File: config.mk
export PLATFORM = sky130hd
export DESIGN_NAME = alarm_bank
export DESIGN_NICKNAME = d
export VERILOG_FILES = /design/src/rtl/alarm_pkg.sv /design/src/rtl/alarm_channel.sv /design/src/rtl/alarm_bank.sv
export SDC_FILE = /design/constraint.sdc
export NUM_CORES = 1
export LEC_CHECK = 0
export ABC_AREA = 1
export ABC_CLOCK_PERIOD_IN_PS = 4300
export CORE_ASPECT_RATIO = 0.6
export CORE_MARGIN = 2
export CORE_UTILIZATION = 50
export DETAILED_ROUTE_END_ITERATION = 10
export PLACE_DENSITY_LB_ADDON = 0.08
export SYNTH_ARGS = -nofsm -noshare
export SYNTH_HDL_FRONTEND = slang
export SYNTH_HIERARCHICAL = 1
export SYNTH_SLANG_ARGS = --single-unit
File: constraint.sdc
create_clock -name sec_clk -period 4.3 [get_ports sec_clk]
set_input_delay 0.645 -clock sec_clk [delete_from_list [all_inputs] [get_ports sec_clk]]
set_output_delay 0.645 -clock sec_clk [all_outputs]
set_load 0.02 [all_outputs]
File: src/rtl/alarm_pkg.sv
// rtl/alarm_pkg.sv - day-seconds constant, channel state encoding and modulo-day add for alarm_bank
package alarm_pkg;

   localparam int DAY_SECONDS = 86400;

   typedef enum logic [1:0] {
      ST_IDLE    = 2'd0,
      ST_RINGING = 2'd1,
      ST_SNOOZED = 2'd2
   } alarm_state_t;

   // Operands are below DAY_SECONDS, so a single conditional subtract brings the sum back into range.
   function automatic logic [31:0] wrap_add(input logic [31:0] a, input logic [31:0] b);
      logic [31:0] sum;
      sum = a + b;
      return (sum >= 32'(DAY_SECONDS)) ? sum - 32'(DAY_SECONDS) : sum;
   endfunction

endpackage

File: src/rtl/alarm_channel.sv
// rtl/alarm_channel.sv - one alarm channel: config registers plus IDLE/RINGING/SNOOZED FSM
// Snooze state and registers exist only when ALARM_SNOOZE_EN is defined.
module alarm_channel
   import alarm_pkg::*;
#(
   parameter int TIME_W     = 17,
   parameter int LEN_W      = 6,
   parameter int SNOOZE_SEC = 300,
   parameter int MAX_SNOOZE = 3
) (
   input  logic              sec_clk,
   input  logic              rst,
   input  logic [TIME_W-1:0] cur_sec,
   input  logic              new_sec,
   input  logic              off,
   input  logic              snooze_edge,
   input  logic              cfg_wr,
   input  logic [TIME_W-1:0] cfg_tar_sec,
   input  logic [LEN_W-1:0]  cfg_len,
   input  logic              cfg_en,
   output logic              ring_next,
   output logic              pend_next
);

   alarm_state_t      state, state_n;
   logic [TIME_W-1:0] tar;
   logic [LEN_W-1:0]  len, cnt, cnt_n;
   logic              en;
   logic              hit;

   assign hit = en && (len != '0) && new_sec && (cur_sec == tar);

`ifdef ALARM_SNOOZE_EN
   localparam int SNZ_W = (MAX_SNOOZE < 1) ? 1 : $clog2(MAX_SNOOZE + 1);
   logic [SNZ_W-1:0]  snz_cnt, snz_cnt_n;
   logic [TIME_W-1:0] snz_tar, snz_tar_n;
`else
   localparam int unused_snz_cfg = SNOOZE_SEC + MAX_SNOOZE;
   logic unused_snz;
   assign unused_snz = snooze_edge;
`endif

   always_comb begin
      state_n = state;
      cnt_n   = cnt;
`ifdef ALARM_SNOOZE_EN
      snz_cnt_n = snz_cnt;
      snz_tar_n = snz_tar;
`endif
      if (cfg_wr || off) begin
         state_n = ST_IDLE;
      end else begin
         case (state)
            ST_IDLE: begin
               if (hit) begin
                  state_n = ST_RINGING;
                  cnt_n   = len;
`ifdef ALARM_SNOOZE_EN
                  snz_cnt_n = '0;
`endif
               end
            end
            ST_RINGING: begin
`ifdef ALARM_SNOOZE_EN
               if (snooze_edge && (snz_cnt < SNZ_W'(MAX_SNOOZE))) begin
                  state_n   = ST_SNOOZED;
                  snz_tar_n = TIME_W'(wrap_add(32'(cur_sec), 32'(SNOOZE_SEC)));
               end else
`endif
               if (cnt == LEN_W'(1)) state_n = ST_IDLE;
               else                  cnt_n   = cnt - LEN_W'(1);
            end
`ifdef ALARM_SNOOZE_EN
            ST_SNOOZED: begin
               if (new_sec && (cur_sec == snz_tar)) begin
                  state_n   = ST_RINGING;
                  cnt_n     = len;
                  snz_cnt_n = snz_cnt + SNZ_W'(1);
               end
            end
`endif
            default: state_n = ST_IDLE;
         endcase
      end
   end

   assign ring_next = (state_n == ST_RINGING);
`ifdef ALARM_SNOOZE_EN
   assign pend_next = (state_n == ST_SNOOZED);
`else
   assign pend_next = 1'b0;
`endif

   always_ff @(posedge sec_clk or posedge rst) begin
      if (rst) begin
         state <= ST_IDLE;
         cnt   <= '0;
         tar   <= '0;
         len   <= '0;
         en    <= 1'b0;
`ifdef ALARM_SNOOZE_EN
         snz_cnt <= '0;
         snz_tar <= '0;
`endif
      end else begin
         state <= state_n;
         cnt   <= cnt_n;
         if (cfg_wr) begin
            tar <= cfg_tar_sec;
            len <= cfg_len;
            en  <= cfg_en;
         end
`ifdef ALARM_SNOOZE_EN
         snz_cnt <= snz_cnt_n;
         snz_tar <= snz_tar_n;
`endif
      end
   end

endmodule

File: src/rtl/alarm_bank.sv
// rtl/alarm_bank.sv - N_CH alarm channels with shared second-change detect, cfg decode and ring priority
// Snooze support is built only when ALARM_SNOOZE_EN is defined.
module alarm_bank
   import alarm_pkg::*;
#(
   parameter int N_CH       = 4,
   parameter int TIME_W     = 17,
   parameter int LEN_W      = 6,
   parameter int SNOOZE_SEC = 300,
   parameter int MAX_SNOOZE = 3
) (
   input  logic                                      sec_clk,
   input  logic                                      rst,
   input  logic [TIME_W-1:0]                         cur_sec,
   input  logic                                      cfg_we,
   input  logic [((N_CH > 1) ? $clog2(N_CH) : 1)-1:0] cfg_ch,
   input  logic [TIME_W-1:0]                         cfg_tar_sec,
   input  logic [LEN_W-1:0]                          cfg_len,
   input  logic                                      cfg_en,
   input  logic                                      off,
   input  logic                                      snooze,
   output logic                                      alarming,
   output logic [N_CH-1:0]                           ring_vec,
   output logic [((N_CH > 1) ? $clog2(N_CH) : 1)-1:0] ring_id,
   output logic [N_CH-1:0]                           snooze_pend,
   output logic                                      cfg_err
);

   localparam int CH_W = (N_CH > 1) ? $clog2(N_CH) : 1;

   logic [TIME_W-1:0] prev_sec;
   logic              snooze_prev;
   logic              new_sec, snooze_edge, cfg_ok;
   logic [N_CH-1:0]   ring_next, pend_next;
   logic [CH_W-1:0]   id_next;

   assign new_sec     = (cur_sec != prev_sec);
   assign snooze_edge = snooze && !snooze_prev;
   assign cfg_ok      = (32'(cfg_tar_sec) < 32'(DAY_SECONDS)) && (32'(cfg_ch) < 32'(N_CH));

   for (genvar i = 0; i < N_CH; i++) begin : g_ch
      alarm_channel #(
         .TIME_W     (TIME_W),
         .LEN_W      (LEN_W),
         .SNOOZE_SEC (SNOOZE_SEC),
         .MAX_SNOOZE (MAX_SNOOZE)
      ) u_ch (
         .sec_clk     (sec_clk),
         .rst         (rst),
         .cur_sec     (cur_sec),
         .new_sec     (new_sec),
         .off         (off),
         .snooze_edge (snooze_edge),
         .cfg_wr      (cfg_we && cfg_ok && (32'(cfg_ch) == i)),
         .cfg_tar_sec (cfg_tar_sec),
         .cfg_len     (cfg_len),
         .cfg_en      (cfg_en),
         .ring_next   (ring_next[i]),
         .pend_next   (pend_next[i])
      );
   end

   // Scan from the top so the lowest ringing index wins.
   always_comb begin
      id_next = '0;
      for (int i = N_CH - 1; i >= 0; i--) begin
         if (ring_next[i]) id_next = CH_W'(i);
      end
   end

   always_ff @(posedge sec_clk or posedge rst) begin
      if (rst) begin
         prev_sec    <= TIME_W'(DAY_SECONDS);
         snooze_prev <= 1'b0;
         ring_vec    <= '0;
         snooze_pend <= '0;
         alarming    <= 1'b0;
         ring_id     <= '0;
         cfg_err     <= 1'b0;
      end else begin
         prev_sec    <= cur_sec;
         snooze_prev <= snooze;
         ring_vec    <= ring_next;
         snooze_pend <= pend_next;
         alarming    <= |ring_next;
         ring_id     <= id_next;
         cfg_err     <= cfg_we && !cfg_ok;
      end
   end

endmodule

==> impl_results.rst <==
.. list-table::
   :header-rows: 1

   * - Metric
     - Value
   * - Die footprint
     - 17400 µm²
   * - Number of instances in the synthesized netlist
     - 1075
   * - Post-CTS Setup Inserts
     - 0
   * - Fraction of the cycle the final worst path needs
     - 66.4%
   * - Area overhead of the layout relative to synthesis
     - 18.0%
   * - Post-cts gate resize count
     - 0
   * - Warnings, synthesis
     - 6
   * - Kind of end point of the critical path
     - flop
   * - Maximum clock frequency
     - 350 MHz
   * - Clock latency reported for the late side of the worst-skew pair
     - 0.42 ns
   * - Critical path's slowest cell
     - clkdlybuf4s50_1
   * - Core footprint
     - 16100 µm²
   * - Clk buf depth
     - 2
   * - Port Buffer Count
     - 58
   * - CP dominant cell by count
     - nor2_1
   * - Global-route wire length before repair
     - 32200 µm
   * - Max Fanout on Critical Path
     - 11
   * - Sum of negative setup slack
     - 0 ns
   * - Worst endpoint required time
     - 4.60 ns
   * - Worst-case clock skew
     - approximately 0.013 ns
   * - Sequential share of power
     - 44.2%
   * - Number of buffers inserted by hold repair at cts
     - 0
   * - Filler-free cell count of the finished design
     - between 1000 and 1500
   * - CTS tree
     - yes
   * - Via density per instance
     - 4.91
   * - Pwr Density
     - between 400 and 500 nW/µm²
   * - Number of DRC violations after detailed routing
     - 0
   * - Detailed-route via count
     - 6701
   * - H-tree levels
     - 4
   * - Die width
     - ~170 µm
   * - Netlist area before placement
     - 8150 µm²
   * - Net switching share of the total power
     - 28.6%
   * - Largest net degree at the start of global routing
     - 44
   * - Dpl cells
     - 1333
   * - # diodes
     - 0
   * - Total of endpoints with negative setup slack in the final report
     - 0
   * - Instance area after placement
     - 9000 µm²
   * - Layout net count
     - between 1000 and 1500
   * - Wire length reported by the detailed router
     - 20000 µm
   * - Final number of max-transition violations
     - 0
   * - Total grt overflow
     - 0
   * - Switching power summed over all nets
     - 1.16 mW
   * - Half-perimeter wire length after placement
     - 14400 µm
   * - Core Rows
     - 36
   * - Internal power
     - 2.91 mW
   * - Critical path cell sequence
     - clkdlybuf4s50_1 > nor2_1 > nor2_1 > nor2_1 > nand2_1 > nor2_1 > nand3_1 > nand2_1 > inv_1 > nand2_1 > nor2_1 > nand2_1 > nor2_2 > nand3_2 > nand2_4 > nand2_4 > inv_1 > inv_1 > a21oi_1 > nor2_1
   * - Final count of hold timing violations
     - 0
   * - Worst-case headroom to the max-slew limit
     - 28.2%
   * - Number of top-level pins
     - 60
   * - Die boundary height
     - ~100 µm
   * - Shortest period the worst path allows
     - between 2 and 3 ns
   * - Clock power share
     - 38.9%
   * - Worst min path class
     - reg2reg
   * - Max rail drop VDD
     - 0.191 mV
   * - Number of maximum-capacitance constraint violations
     - 0
   * - Area taken by flip-flops and latches
     - 3940 µm²
   * - Critical path class
     - in2reg
   * - Drt first pass iters
     - 5
   * - Source of the worst register-to-register timing path
     - prev_sec[7]$_DFF_PP1_
   * - 1st-iter DRT viols
     - between 500 and 600
   * - Routability congestion estimate from global placement
     - 0.875
   * - TritonCTS buffer count
     - 17
   * - Fraction of final layout cells sized beyond drive strength 1
     - 9.26%
   * - Clock-pin transition on the worst setup and hold timing paths
     - 0.06 ns
   * - Syn avg cell area
     - 7.58 µm²
   * - Transition time at the pin with the least slew margin
     - roughly 1.1 ns
   * - Crit. Startpoint
     - cur_sec[11]
   * - Startpoint of the worst hold path
     - g_ch[2].u_ch/cnt[1]$_DFFE_PP0P_
   * - DRT antenna net count
     - 0
   * - Number of filler cells placed in the layout
     - between 1000 and 1500
   * - Leakage dissipation
     - around 5.0 nW
   * - Worst Path Arrival
     - between 3 and 4 ns
   * - Wire length per cell after detailed routing
     - approximately 15 µm
   * - Area of combinational cells with multiple inputs
     - 3480 µm²
   * - Worst path max stage delay
     - 0.69 ns
   * - Global-route total usage across every layer
     - 24.4%
   * - Core Util, Final
     - between 50% and 60%
   * - Post-route cell area
     - 9620 µm²
   * - Worst setup slack before clock tree synthesis
     - ~0.99 ns
   * - Clock root buffer
     - clkbuf_16
   * - Final setup margin
     - 1.45 ns
   * - Effective utilization at floorplan
     - 50.7%
   * - CTS sink cnt
     - around 160
   * - Setup repair after global routing missed its margin
     - false
   * - Part of the total power dissipated in combinational logic
     - 17.0%
   * - Antenna violations before repair
     - 0
   * - Result of the run
     - finished, final reports clean
   * - Element type at the critical path start
     - primary input
   * - Via count of the first global-routing pass
     - ~6100
worst max-delay path, delay by kind of cell:
| kind | cells | cell delay [ns] |
|---|---|---|
| AND/OR/NAND/NOR | 15 | 1.50 |
| buffers and inverters | 4 | 0.89 |
| AO/OA/AOI/OAI | 1 | 0.11 |
placed cells by master (no fill, tap or decap):
master           count
bufinv_16            3
nand2_2              1
nor2_2              19
xor2_1               4
o21ai_0             92
inv_2                4
xnor2_1             21
nand2_1            373
dfstp_2              5
clkbuf_1             2
clkinv_4             3
clkinvlp_4           3
buf_4               11
a21oi_1              1
ha_1                 8
nor2_4               3
inv_1              173
nand2_4              8
nand3_2              5
mux2_2              20
o21bai_1             4
clkbuf_16           17
clkbuf_8             2
a21boi_2             1
clkdlybuf4s50_1     58
conb_1               8
inv_8                1
or2_1                8
o21ai_1             16
nand3b_1             5
nor2_1              72
inv_6                1
nand3_1             47
dfrtp_1            152
nor3_1               5
registers in the layout, indices dropped and copies added, names as in the netlist:
register / cells
g_ch.u_ch/state: 8
snooze_pend: 4
g_ch.u_ch/len: 24
ring_vec: 4
g_ch.u_ch/en: 4
g_ch.u_ch/cnt: 24
prev_sec: 17
cfg_err: 1
g_ch.u_ch/tar: 68
alarming: 1
ring_id: 2
per-layer routing:
| layer | share of wire [%] | wire length (µm) | up-vias | global-route usage [%] |
|---|---|---|---|---|
| met2 | 41 | 8200 | 151 | 35.0 |
| met5 | 0 | 0 | - | 0 |
| met3 | 4.8 | 958 | 24 | 3.69 |
| met4 | 1.3 | 269 | 0 | 7.03 |
| li1 | - | - | 3390 | - |
| met1 | 53 | 10600 | 3136 | 38.4 |
cell type report:
type,count,area share (%)
Multi-Input combinational cell,721,36.2
Clock buffer,21,4.79
Tap cell,209,2.72
Inverter,177,6.91
Sequential cell,157,40.9
Clock inverter,11,1.65
Timing Repair Buffer,69,6.89
power by group through the flow:
stage	logic, mW	clock network (mW)	registers, mW
detailed placement	0.682	0	1.82
global route	0.791	1.68	1.83
floorplan	0.469	0	1.80
global placement	0.667	0	1.82
finish	0.691	1.58	1.80
CTS	0.692	1.62	1.80
path summary, 6_finish.rpt:
kind	to	slack [ns]	cells after the start
worst max-delay path	ring_id[0]$_DFF_PP0_	1.45	20
worst min-delay path	g_ch[2].u_ch/cnt[1]$_DFFE_PP0P_	0.50	2
worst max register to register	ring_id[0]$_DFF_PP0_	1.93	19
worst min register to register	g_ch[2].u_ch/cnt[1]$_DFFE_PP0P_	0.50	2
max in group asynchronous	g_ch[3].u_ch/tar[13]$_DFFE_PP0P_	2.57	3
min in group asynchronous	ring_id[0]$_DFF_PP0_	0.72	2
metrics by stage:
step           hold slack [ns]  power (mW)
2_1_floorplan            0.464        2.27
3_3_place_gp             0.488        2.48
3_5_place_dp             0.486        2.50
4_1_cts                  0.506        4.10
5_1_grt                  0.526        4.29
6_report                 0.505        4.07
Power figures use the tool's default switching activity.
